==> config.mk <==
export PLATFORM = sky130hd
export DESIGN_NAME = ula_pilha_exec_flat
export DESIGN_NICKNAME = d
export VERILOG_FILES = /design/src/rtl/ula_pilha_exec_pkg.sv /design/src/rtl/ula_pilha_exec_if.sv /design/src/rtl/ula_core.sv /design/src/rtl/ula_pilha_exec.sv /design/src/flat_wrapper.sv
export SDC_FILE = /design/constraint.sdc
export NUM_CORES = 1
export LEC_CHECK = 0
export BUFFER_PORTS_ARGS = -buffer_cell sky130_fd_sc_hd__buf_2
export CORE_ASPECT_RATIO = 2
export CORE_MARGIN = 5
export CORE_UTILIZATION = 55
export DETAILED_ROUTE_END_ITERATION = 16
export PLACE_DENSITY_LB_ADDON = 0.25
export SYNTH_ARGS = -nofsm -noshare
export SYNTH_HDL_FRONTEND = slang
export SYNTH_SLANG_ARGS = --single-unit
==> constraint.sdc <==
create_clock -name clk -period 4.4 [get_ports clk]
set_input_delay 1.1 -clock clk [delete_from_list [all_inputs] [get_ports clk]]
set_output_delay 1.1 -clock clk [all_outputs]
set_load 0.02 [all_outputs]
==> src/rtl/ula_pilha_exec_pkg.sv <==
// Shared definitions for the stack-side ALU sequencer: opcodes, FSM encoding
// and the unary/binary operand-count helper.
package pilha_pkg;

  localparam int WIDTH_DEF = 8;
  localparam int TOS_W_DEF = 16;

  typedef enum logic [2:0] {
    OP_ADD = 3'b000,
    OP_SUB = 3'b001,
    OP_AND = 3'b010,
    OP_OR  = 3'b011,
    OP_XOR = 3'b100,
    OP_NOT = 3'b101,
    OP_SHL = 3'b110,
    OP_SHR = 3'b111
  } opcode_t;

  typedef enum logic [2:0] {
    ST_IDLE = 3'd0,
    ST_POP1 = 3'd1,
    ST_POP2 = 3'd2,
    ST_CAPA = 3'd3,
    ST_EXEC = 3'd4,
    ST_PUSH = 3'd5,
    ST_ERR  = 3'd6
  } state_t;

  // NOT, SHL and SHR consume a single operand; all others take two.
  function automatic logic is_unary(input logic [2:0] op);
    return (op == OP_NOT) || (op == OP_SHL) || (op == OP_SHR);
  endfunction

endpackage

==> src/rtl/ula_pilha_exec_if.sv <==
// Consumer-side connection between the ALU sequencer (master) and the operand stack (slave).
interface ula_pilha_exec_if #(
  parameter int WIDTH = pilha_pkg::WIDTH_DEF,
  parameter int TOS_W = pilha_pkg::TOS_W_DEF
) ();
  // Protocol: stk_pop and stk_push are single-cycle commands, never high together.
  // A pop in cycle n presents its word on stk_dout in cycle n+1; a push writes
  // din_ula in the cycle stk_push is high. stk_tos is the live entry count.
  logic [TOS_W-1:0] stk_tos;
  logic [WIDTH-1:0] stk_dout;
  logic             stk_pop;
  logic             stk_push;
  logic [WIDTH-1:0] din_ula;

  modport master (
    input  stk_tos, stk_dout,
    output stk_pop, stk_push, din_ula
  );

  modport slave (
    output stk_tos, stk_dout,
    input  stk_pop, stk_push, din_ula
  );
endinterface

==> src/rtl/ula_core.sv <==
// Combinational ALU: result = a op b, carry is carry-out, borrow or shifted-out bit.
module ula_core
  import pilha_pkg::*;
#(
  parameter int WIDTH = WIDTH_DEF
) (
  input  logic [WIDTH-1:0] a,
  input  logic [WIDTH-1:0] b,
  input  logic [2:0]       opcode,
  output logic [WIDTH-1:0] result,
  output logic             carry
);

  logic [WIDTH:0] wide;

  always_comb begin
    wide   = '0;
    result = '0;
    carry  = 1'b0;
    case (opcode)
      OP_ADD: begin
        wide   = {1'b0, a} + {1'b0, b};
        result = wide[WIDTH-1:0];
        carry  = wide[WIDTH];
      end
      OP_SUB: begin
        // The extra top bit of the extended difference is the borrow (a < b).
        wide   = {1'b0, a} - {1'b0, b};
        result = wide[WIDTH-1:0];
        carry  = wide[WIDTH];
      end
      OP_AND: result = a & b;
      OP_OR:  result = a | b;
      OP_XOR: result = a ^ b;
      OP_NOT: result = ~a;
      OP_SHL: begin
        result = {a[WIDTH-2:0], 1'b0};
        carry  = a[WIDTH-1];
      end
      OP_SHR: begin
        result = {1'b0, a[WIDTH-1:1]};
        carry  = a[0];
      end
      default: begin
        result = '0;
        carry  = 1'b0;
      end
    endcase
  end

endmodule

==> src/rtl/ula_pilha_exec.sv <==
// Execution sequencer: pops one or two operands from the stack, runs the ALU
// and pushes the result back; underflow is reported with a single err/done pulse.
module ula_pilha_exec
  import pilha_pkg::*;
#(
  parameter int WIDTH = WIDTH_DEF,
  parameter int TOS_W = TOS_W_DEF
) (
  input  logic                   clk,
  input  logic                   rst,
  input  logic                   start,
  input  logic [2:0]             opcode,
  ula_pilha_exec_if.master       stk,
  output logic                   busy,
  output logic                   done,
  output logic                   err,
  output logic                   flag_z,
  output logic                   flag_c,
  output state_t                 state_dbg
);

  state_t           state, state_nxt;
  logic [2:0]       op_q;
  logic [WIDTH-1:0] a_q, b_q, result_q;
  logic [WIDTH-1:0] alu_res;
  logic             alu_c;
  logic             underflow;

  ula_core #(.WIDTH(WIDTH)) u_core (
    .a      (a_q),
    .b      (b_q),
    .opcode (op_q),
    .result (alu_res),
    .carry  (alu_c)
  );

  assign underflow = is_unary(opcode) ? (stk.stk_tos < TOS_W'(1))
                                      : (stk.stk_tos < TOS_W'(2));

  always_ff @(posedge clk) begin
    if (rst) state <= ST_IDLE;
    else     state <= state_nxt;
  end

  always_comb begin
    state_nxt = state;
    case (state)
      ST_IDLE: if (start) state_nxt = underflow ? ST_ERR : ST_POP1;
      ST_POP1: state_nxt = is_unary(op_q) ? ST_CAPA : ST_POP2;
      ST_POP2: state_nxt = ST_CAPA;
      ST_CAPA: state_nxt = ST_EXEC;
      ST_EXEC: state_nxt = ST_PUSH;
      ST_PUSH: state_nxt = ST_IDLE;
      ST_ERR:  state_nxt = ST_IDLE;
      default: state_nxt = ST_IDLE;
    endcase
  end

  always_comb begin
    stk.stk_pop  = 1'b0;
    stk.stk_push = 1'b0;
    done         = 1'b0;
    err          = 1'b0;
    busy         = (state != ST_IDLE);
    case (state)
      ST_POP1, ST_POP2: stk.stk_pop = 1'b1;
      ST_PUSH: begin
        stk.stk_push = 1'b1;
        done         = 1'b1;
      end
      ST_ERR: begin
        done = 1'b1;
        err  = 1'b1;
      end
      default: ;
    endcase
  end

  // Operand capture follows the stack's one-cycle read latency: the first pop's
  // word (B) lands during POP2, the second (or only) during CAPA.
  always_ff @(posedge clk) begin
    if (rst) begin
      op_q     <= '0;
      a_q      <= '0;
      b_q      <= '0;
      result_q <= '0;
      flag_z   <= 1'b0;
      flag_c   <= 1'b0;
    end else begin
      if (state == ST_IDLE && start) op_q <= opcode;
      if (state == ST_POP2)          b_q  <= stk.stk_dout;
      if (state == ST_CAPA)          a_q  <= stk.stk_dout;
      if (state == ST_EXEC) begin
        result_q <= alu_res;
        flag_z   <= (alu_res == '0);
        flag_c   <= alu_c;
      end
    end
  end

  assign stk.din_ula = result_q;
  assign state_dbg   = state;

endmodule

==> src/flat_wrapper.sv <==
// flat-port wrapper written by rule: the top's interface ports become plain ports
module ula_pilha_exec_flat import pilha_pkg::*;
#(
  parameter int WIDTH = WIDTH_DEF,
  parameter int TOS_W = TOS_W_DEF
)
  (clk, rst, start, opcode, busy, done, err, flag_z, flag_c, state_dbg, stk_stk_tos, stk_stk_dout, stk_stk_pop, stk_stk_push, stk_din_ula);
  ula_pilha_exec_if #(.WIDTH(WIDTH), .TOS_W(TOS_W)) stk_i ();
  input  logic clk;
  input  logic rst;
  input  logic start;
  input  logic [2:0] opcode;
  output logic busy;
  output logic done;
  output logic err;
  output logic flag_z;
  output logic flag_c;
  output state_t state_dbg;
  input wire logic [$bits(stk_i.stk_tos)-1:0] stk_stk_tos;
  input wire logic [$bits(stk_i.stk_dout)-1:0] stk_stk_dout;
  output wire logic [$bits(stk_i.stk_pop)-1:0] stk_stk_pop;
  output wire logic [$bits(stk_i.stk_push)-1:0] stk_stk_push;
  output wire logic [$bits(stk_i.din_ula)-1:0] stk_din_ula;
  assign stk_i.stk_tos = stk_stk_tos;
  assign stk_i.stk_dout = stk_stk_dout;
  assign stk_stk_pop = stk_i.stk_pop;
  assign stk_stk_push = stk_i.stk_push;
  assign stk_din_ula = stk_i.din_ula;
  ula_pilha_exec #(.WIDTH(WIDTH), .TOS_W(TOS_W)) u_core (.clk(clk), .rst(rst), .start(start), .opcode(opcode), .stk(stk_i), .busy(busy), .done(done), .err(err), .flag_z(flag_z), .flag_c(flag_c), .state_dbg(state_dbg));
endmodule
; Yosys cells after proc, flatten, opt, wreduce, memory -nomap -nowiden
; Index checks and enable logic that the tools add are counted.
[totals]
reg_bits = 32
input_bits = 30
out_inout_bits = 18
word_cells = 54
[classes]
addsub = 2
order_cmp = 2
n_eq_ne = 17
muxes = 11
bitwise_logic = 4
reduce_logical = 11
[ops]
columns = operator, n
row1 = $pmux W8 S8, 1
row2 = $eq A3 B3 Y1 const B, 10
row3 = $lt A16 B1 Y1 const B, 1
row4 = $lt A16 B2 Y1 const B, 1
row5 = $pmux W3 S5, 1
row6 = $eq A3 B2 Y1 const B, 4
row7 = $add A8 B8 Y9, 1
row8 = $sub A8 B8 Y9, 1
row9 = $and A8 B8 Y8, 1
row10 = $logic_not A8 Y1, 1
row11 = $not A8 Y8, 1
row12 = $or A8 B8 Y8, 1
row13 = $xor A8 B8 Y8, 1
row14 = $eq A3 B1 Y1 const B, 2
row15 = $logic_not A3 Y1, 2
row16 = $mux W1, 6
row17 = $mux W3, 2
row18 = $logic_or A1 B1 Y1, 4
row19 = $pmux W1 S4, 1
row20 = $reduce_or A2 Y1, 2
row21 = $reduce_bool A3 Y1, 1
row22 = $ne A2 B2 Y1 const B, 1
row23 = $logic_and A1 B1 Y1, 1

; Logic depth before layout (Yosys ltp)
; Gate-level depths: netlist (run 1).
[depth]
depth_word = 7
ltp_mapped = 10
mapped_depth_nobuf = 10

; Hierarchy
; Synthesis (run 1) repeated with hierarchy kept, for this count alone.
[hier_totals]
cells_unflattened = 349
hier_area_um2 = 2697.6
[modules_own_cells]
columns = mod, n_inst, cells_per_inst, area_each_um2, seq_area_each_um2
row1 = ula_core, 1, 202, 1351.3, 0.0
row2 = ula_pilha_exec, 1, 147, 1346.3, 640.6

; Worst setup path after synthesis (run 1)
; Ideal clock, no wire load.
[synth_timing]
path_kind = register -> register
startpoint = reg u_core.a_q[1]
endpoint = reg u_core.flag_z
setup_ns = 0.087
arrival_time_ns = 2.491
t_required_ns = 4.313
path_slack_ns = 1.822
stages_incl_launch_ff = 9
path_buffers = 0
period_less_slack_ns = 2.578
cell_sequence = dfxtp_1 > inv_1 > ha_1 > o21ba_1 > a2111o_1 > and3_1 > or4_4 > a31o_1 > o31ai_1
[synth_between]
elab_chain_cells = 3
elab_cells_between_ends = 8
classes_between = 2 x add/sub / 1 x mux / 4 x bitwise / 1 x reduce/logical
[synth_lines]
columns = element, line
row1 = from (decl), ula_pilha_exec.sv:24  ; logic [WIDTH-1:0] a_q, b_q, result_q;
row2 = from (signal assigned), ula_pilha_exec.sv:92  ; if (state == ST_CAPA) a_q <= stk.stk_dout;
row3 = $sub A8 B8 Y9 (tied with other cells), ula_core.sv:28  ; wide = {1'b0, a} - {1'b0, b};
row4 = $pmux W8 S8 (*), ula_core.sv:20  ; case (opcode)
row5 = $logic_not A8 Y1 (*), ula_pilha_exec.sv:95  ; flag_z <= (alu_res == '0);
row6 = to (signal assigned), ula_pilha_exec.sv:95
row7 = to (decl), ula_pilha_exec.sv:17  ; output logic flag_z,
; Every way passes the cells marked *; elsewhere a longest branch is shown, timed or not.
; A chain may end at the register's enable or synchronous reset.

; Worst setup path in the final report (run 1)
; Ends and elaborated chain as after synthesis.

==> results of run 1 <==
how the worst max path moves through the flow:
| stage | from | to | slack [ps] | cells after the start |
|---|---|---|---|---|
| 4_1_cts | u_core.a_q[1] | u_core.flag_z | 1560 | 8 |
| 3_3_place_gp | u_core.a_q[1] | u_core.flag_z | 1630 | 8 |
| 2_1_floorplan | u_core.a_q[1] | u_core.flag_z | 1820 | 8 |
| 3_5_place_dp | u_core.a_q[1] | u_core.flag_z | 1580 | 8 |
| 5_1_grt | u_core.a_q[1] | u_core.flag_z | 1410 | 8 |
| 6_report | u_core.a_q[1] | u_core.flag_z | 1580 | 8 |
stage by stage:
| step | area [um2] | util | hold slack (ps) | std cells | power, uW |
|---|---|---|---|---|---|
| 2_1_floorplan | 2658 | - | 474.5 | 356 | 642.8 |
| 3_3_place_gp | 2879 | 0.6202 | 442.6 | 438 | 730.2 |
| 3_5_place_dp | 2879 | 0.6202 | 448.4 | 438 | 736.8 |
| 4_1_cts | 2975 | 0.6410 | 458.3 | 445 | 992.4 |
| 5_1_grt | 2975 | 0.6410 | 483.4 | 445 | 1052 |
| 6_report | 2975 | 0.6410 | 454.4 | 445 | 998.3 |
flip-flops by register name (all words and copies together), names as in the netlist:
signal	flops
u_core.op_q	3
u_core.stk.din_ula	8
u_core.a_q	8
u_core.b_q	8
u_core.flag_z	1
u_core.flag_c	1
u_core.state_dbg	3
report_power, final:
part           internal [uW]  switching, uW  leakage [uW]
Sequential               312           31.1      0.000260
Combinational            157            239      0.000956
Clock                    140            119     0.0000503
routing by layer:
metal / track usage / up-vias / part of all wire
li1: - / 1324 / -
met1: 0.2679 / 1239 / 0.39
met2: 0.4082 / 112 / 0.50
met3: 0.02987 / 26 / 0.058
met4: 0.1264 / 0 / 0.046
met5: 0 / - / 0
kinds of logic after synthesis:
logic type | Yosys count | synth area share
simple gates | 138 | 0.2519
mux | 9 | 0.04002
buf+inv | 48 | 0.07344
fa+ha+maj | 26 | 0.1281
xor+xnor | 3 | 0.009889
compound gates | 100 | 0.2557
flops | 32 | 0.2411
cell usage in the layout (no fill, tap or decap), drive strengths merged, types with 9 or more instances in the layout:
cell / instances
a211oi: 9
a21oi: 34
buf: 49
dfxtp: 32
ha: 24
inv: 25
nand2: 34
nand2b: 13
nor2: 45
nor2b: 11
area by class of cell:
class | instances | share of cell area
multi-input combinational | 276 | 0.6123
sequential | 32 | 0.2153
timing repair buffer | 49 | 0.08410
inverter | 26 | 0.03280
clock buffer | 7 | 0.03238
tap | 55 | 0.02313
critical path, cell delays in order (launching register included):
cell	delay (ps)
dfxtp_1	500
inv_1	130
ha_1	340
o21ba_1	230
a2111o_1	450
and3_1	170
or4_4	480
a31o_1	220
o31ai_1	230
==> run summary, run 1 <==
The flow ran to the end, and the final reports show no timing, DRC or antenna violations. Average wire per standard cell: 16.09 um. In the final design database the tool counted 446 nets.

Counting the buffers created by CTS gives 5. The area growth from synthesis to layout was 11.96%. Across all setup checks in the final design, the least slack found is 1578 ps.

The worst hold path was traced through 2 stages. The data arrival time of the critical path was 3030 ps; the footprint of the multi-input gates was 0.001822 mm2. By count the netlist is led by nor2_1 (45), a21oi_1 (34), nand2_1 (34). The tree is rooted in a clkbuf_8. Antenna violation net count after detailed routing: 0. At the pin with the least slew margin, the transition time is 1072 ps.

In this run the critical register-to-register path is captured at u_core.flag_z. After synthesis the cells add up to 0.002658 mm2. The global routing usage summed across all routing layers came out at 0.2347. The analysis attributes to cell leakage a power of 0.001266 uW. Category of the worst setup path capture point: a flip-flop. The worst register-to-register path begins at u_core.a_q[1]. The floorplan step set the die height to 108.3 um. For the violation count after the first detailed-route iteration, the log shows 85. The power density relative to cell area was 335.5 mW/mm2; the length of the first detailed-routing pass in iterations was 4. The final-report hold violation count came out at 0. After clock tree synthesis, the flow added hold-fix buffers numbering 0.

In this run the horizontal extent of the chip is 59.15 um. The count of mapped cells out of synthesis came out at 356. Yosys mapped a number of flops with a built-in enable equal to 0. Most used flip-flop cell after synthesis: dfxtp_1. Number of remaining DRC errors: 0. The max-slew headroom at the worst pin is 0.2840.

Sorting the synthesized cells by area gives the leading types as dfxtp_1 (24%), ha_1 (11%), a21oi_1 (6.4%). The largest driver fanout on the critical path was 8. Post-CTS repair changed the size of 0 cells.

Timing would allow up to 354.4 MHz. nor2_1 is the most common cell in the netlist. Summed over all layers, the routed wires come to 7.162 mm.

For the total congestion overflow after global routing, the log shows 0. Yosys mapped the design onto 55 distinct sky130hd cell types. The diode insertion count for antenna repair is 0. VDD sags by at most 254.4 uV. The worst slack at placement came out at 1578 ps. The share of synthesized registers carrying an async set or reset was 0; the standard cell core area was 0.004642 mm2.

Entering global routing, the biggest net connects 34 pins. The layout has 458 filler cells. Registers take 640.6 um2. Clock-pin slew was measured on the worst setup and hold paths at 80 ps. The synthesized netlist net count is 412, and the portion of the clock cycle consumed by the worst path in the final layout is 0.6414. The HPWL reported at the end of detailed placement was 5.406 mm; the worst clock skew on the final layout was 6.731 ps. The number of max-cap violations was 0. The H-tree generated during clock tree synthesis spans 2 levels. For hold timing, the worst endpoint is u_core.flag_c. The synthesized design spends more area on one cell type than any other, namely dfxtp_1. The top cell type's share of synthesized area is 0.2411, and the portion of the post-synthesis area used by sequential elements is 0.2411. The yosys synthesis warning count was 0. The share of layout cells above drive strength 1 is 0.1744, and the number of global-route vias before repair is 2587.

The worst hold path belongs to the class reg -> reg. The initial antenna violation count is 0. The type of the worst setup path was reg -> reg. The average instance in the mapped netlist occupies 7.465 um2. The die covers 0.006406 mm2.

Synthesis inferred 32 register bits. For the final routed database, the setup TNS stands at 0 ps. The worst register-to-register path has a setup slack of 1580 ps. At the end of routability-driven placement, the weighted congestion stood at 0.9242. The run gives 0.5725 as the initial core utilization. The worst path in the final design needs a cycle of 2822 ps, including I/O delays and setup.

The count of input and output buffers was 47. For the number of sinks driven by the clock tree, the log shows 32. The total number of vias is 2701, and the logic depth of the worst register-to-register path is 8. The startpoint identified for the worst hold timing path is u_core.flag_c. STA classifies the critical path startpoint as a flip-flop. The run gives 0 as the number of failing setup endpoints in the final timing report. For the number of buffers inserted by post-CTS setup repair, the log shows 0. The later pin in the worst-skew pair is clocked with a latency of 290 ps. TritonCTS built the clock tree.

The logs give 2 for the maximum count of clock buffers along a single path and 48 for the count of boundary I/O pins. Setup repair after global routing left no endpoint under its margin. In the routed layout, each cell is associated on average with a via count of 6.070.

At the worst endpoint, the required time is 4600 ps. The final number of max-transition violations is 0. The first-pass GRT wire length is 11.67 mm, and the row count is 35.
(Power assumes the default switching activity.)
==> run 2, diff against run 1 <==
- clock period: 4.4 -> 2.6 ns (I/O delays scaled with it)
==> run 2 against run 1 <==
Against the previous run: global-route usage up 2.5 points; power increased by 74%; register-to-register slack lost 1400 ps; critical endpoint unchanged; worst setup slack lost 1400 ps; highest routed layer unchanged; critical path depth stayed put; combinational power grew 88%; core utilization increased by 3.6 points; largest power group unchanged; die area unchanged; first-iteration DRC count is 39% higher; cell count increased by 4.0%.
==> run summary, run 2 (synthesized netlist as in run 1, its figures left out) <==
The average wire per standard cell is 16.89 um (was 16.09 um), and the timing-limited maximum frequency is 406.5 MHz (was 354.4 MHz). Total routed wirelength: 7.822 mm (was 7.162 mm). The start point of the worst hold path was u_core.stk.din_ula[2] (was u_core.flag_c).

Setup repair after global routing left no endpoint under its margin. The die width came out at 59.15 um (unchanged). The type of the tightest min-delay check was reg -> reg (unchanged). The logs give 0.004642 mm2 (unchanged) for the standard cell core area and 140 ps (was 1580 ps) for the reg-to-reg setup timing slack. The ratio of routed vias to standard cells was 6.067 (was 6.070); the number of remaining DRC errors was 0 (unchanged). The HPWL reported at the end of detailed placement was 6.126 mm (was 5.406 mm); the area of the die was 0.006406 mm2 (unchanged). The initial antenna violation count came out at 0 (unchanged). The number of sinks driven by the clock tree was 32 (unchanged). The length of the first detailed-routing pass in iterations came out at 4 (unchanged).

The transition time at the pin with the least slew margin is 685.9 ps (was 1072 ps). Peak-usage layer in the global routing report: met2 (unchanged). The share of layout cells above drive strength 1 was 0.2255 (was 0.1744).

The portion of the clock cycle consumed by the worst path in the final layout was 0.9461 (was 0.6414); the met2 track utilization from global routing was 0.4707 (was 0.4082). The maximum count of clock buffers along a single path came out at 2 (unchanged). The kind of start point of the critical path was a flip-flop (unchanged).

The largest driver fanout on the critical path is 4 (was 8), and the final weighted congestion of routability-driven global placement is 1.002 (was 0.9242). The minimum clock period after layout was 2460 ps (was 2822 ps). The largest net degree at the start of global routing came out at 31 (was 34). The run gives 0.001347 uW (was 0.001266 uW) as the leakage dissipation. Number of cells in the design after placement: 455 (was 438). Worst hold slack across all endpoints: 453.4 ps (was 454.4 ps). Destination of the worst hold path: u_core.stk.din_ula[2] (was u_core.flag_c).

The run gives 0 (unchanged) as the diode insertion count for antenna repair. TritonCTS built the clock tree. The instance area after placement was 0.003007 mm2 (was 0.002879 mm2).

The endpoint of the most critical register-to-register path was u_core.flag_z (unchanged). The logs give 0 (unchanged) for the final-report hold violation count and 0 (unchanged) for the number of buffers inserted by post-CTS setup repair. The tools report the max-slew headroom at the worst pin as 0.5309 (was 0.2840). The tools report the met1 routing resource usage after global routing as 0.2630 (was 0.2679). The type of the worst setup path was reg -> reg (unchanged). The run finished with clean final reports. The most common cell after layout, fill and taps aside was buf_2 (unchanged). The run gives 0 (unchanged) as the total congestion overflow after global routing. The tools report the worst supply voltage drop on vdd as 414.0 uV (was 254.4 uV). The tools report the clock tree root driver cell as clkbuf_8 (unchanged).

The number of failing setup endpoints in the final timing report was 0 (unchanged). The count of input and output buffers was 47 (unchanged); the initial core utilization was 0.5725 (unchanged). The height of the die came out at 108.3 um (unchanged). The beginning of the worst register-to-register path was u_core.b_q[1] (was u_core.a_q[1]).

The run gives 300 ps (was 290 ps) as the clock latency reported for the late side of the worst-skew pair. The number of max-cap violations was 0 (unchanged). The data required time at the worst endpoint is 2810 ps (was 4600 ps). The area growth from synthesis to layout is 18.27% (was 11.96%), and the total negative setup slack is 0 ps (unchanged). The number of buffers inserted during clock tree synthesis is 5 (unchanged). The logs give 0.003143 mm2 (was 0.002975 mm2) for the post-route cell area and 2670 ps (was 3030 ps) for the data arrival time of the critical path. The count of boundary I/O pins was 48 (unchanged). The net total in the final layout came out at 463 (was 446). The number of filler instances in the final layout was 445 (was 458). The clock input transition at the sequential cells of the worst setup and hold paths is 70 ps (was 80 ps), and the final number of max-transition violations is 0 (unchanged). The cell depth of the worst hold path is 2 (unchanged), and the non-filler instance count after layout is 463 (was 445). The power density relative to cell area works out to 553.8 mW/mm2 (was 335.5 mW/mm2).

Leading cell types in the layout, fill and taps excluded: buf_2 (47), nor2_1 (45), a21oi_1 (34), nand2_1 (34), dfxtp_1 (32) (unchanged). The category of the worst setup path capture point is a flip-flop (unchanged). The violation count after the first detailed-route iteration is 118 (was 85), and the final total power is 1741 uW (was 998.3 uW). Antenna violation net count after detailed routing: 0 (unchanged).

Number of H-tree levels: 2 (unchanged). For the row count, the log shows 35 (unchanged). The run gives 5.919 ps (was 6.731 ps) as the worst clock skew on the final layout. The logic depth of the worst register-to-register path is 8 (unchanged). The global routing usage summed across all routing layers was 0.2601 (was 0.2347); the first-pass GRT wire length was 12.65 mm (was 11.67 mm). Met3 track demand over resource: 0.05496 (was 0.02987). Total number of vias: 2809 (was 2701). The run gives 2783 (was 2587) as the number of global-route vias before repair.
## run 2: where the power goes
group	leakage [uW]	total, uW	switching (uW)	internal (uW)
Sequential	0.000260	576	47.5	528
Clock	0.0000434	420	206	214
Combinational	0.00104	745	440	305
Total	0.00135	1740	693	1050
## run 2: how the worst max path moves through the flow
stage	endpoint	slack, ps	start
detailed placement	u_core.flag_z	30	u_core.b_q[1]
global route	u_core.flag_z	4	u_core.a_q[3]
floorplan	u_core.flag_z	20	u_core.a_q[1]
finish	u_core.flag_z	140	u_core.b_q[1]
global placement	u_core.flag_z	60	u_core.b_q[1]
CTS	u_core.flag_z	10	u_core.b_q[1]
## run 2: timing repair
item                                    in CTS  in global routing
endpoints found under the setup margin       0                  2
gates resized for setup                      0                  9
hold endpoints to repair                     0                  0
hold buffers                                 0                  0
## run 2: per-stage QoR
stage	util	setup WS (ps)
after floorplan	-	21.63
after global placement	0.6477	63.78
after detailed placement	0.6477	34.91
after CTS	0.6687	12.94
after global routing	0.6771	3.590
final	0.6771	140.1
## run 2: final cells by class
class | instances | area, um2 | area share
clock buffer | 6 | 82.58 | 0.02627
clock inverter | 2 | 15.01 | 0.004777
inverter | 26 | 97.59 | 0.03105
multi-input combinational | 276 | 1861 | 0.5920
sequential | 32 | 640.6 | 0.2038
tap | 55 | 68.82 | 0.02189
timing repair buffer | 66 | 377.9 | 0.1202
## run 2: critical path: stages, from the launching register on
cell and delay, ps:
dfxtp_1 360, inv_2 70, ha_4 250, o21ba_1 210, a2111o_1 410, and3_1 170, or4_4 480, a31o_1 220
o31ai_1 210
## run 2: per-layer routing
metal | routed length, um | share of wire | up-vias
met5 | 0 | 0 | -
met2 | 4220 | 0.54 | 113
li1 | - | - | 1354
met3 | 501 | 0.064 | 25
met1 | 2812 | 0.36 | 1317
met4 | 287 | 0.037 | 0
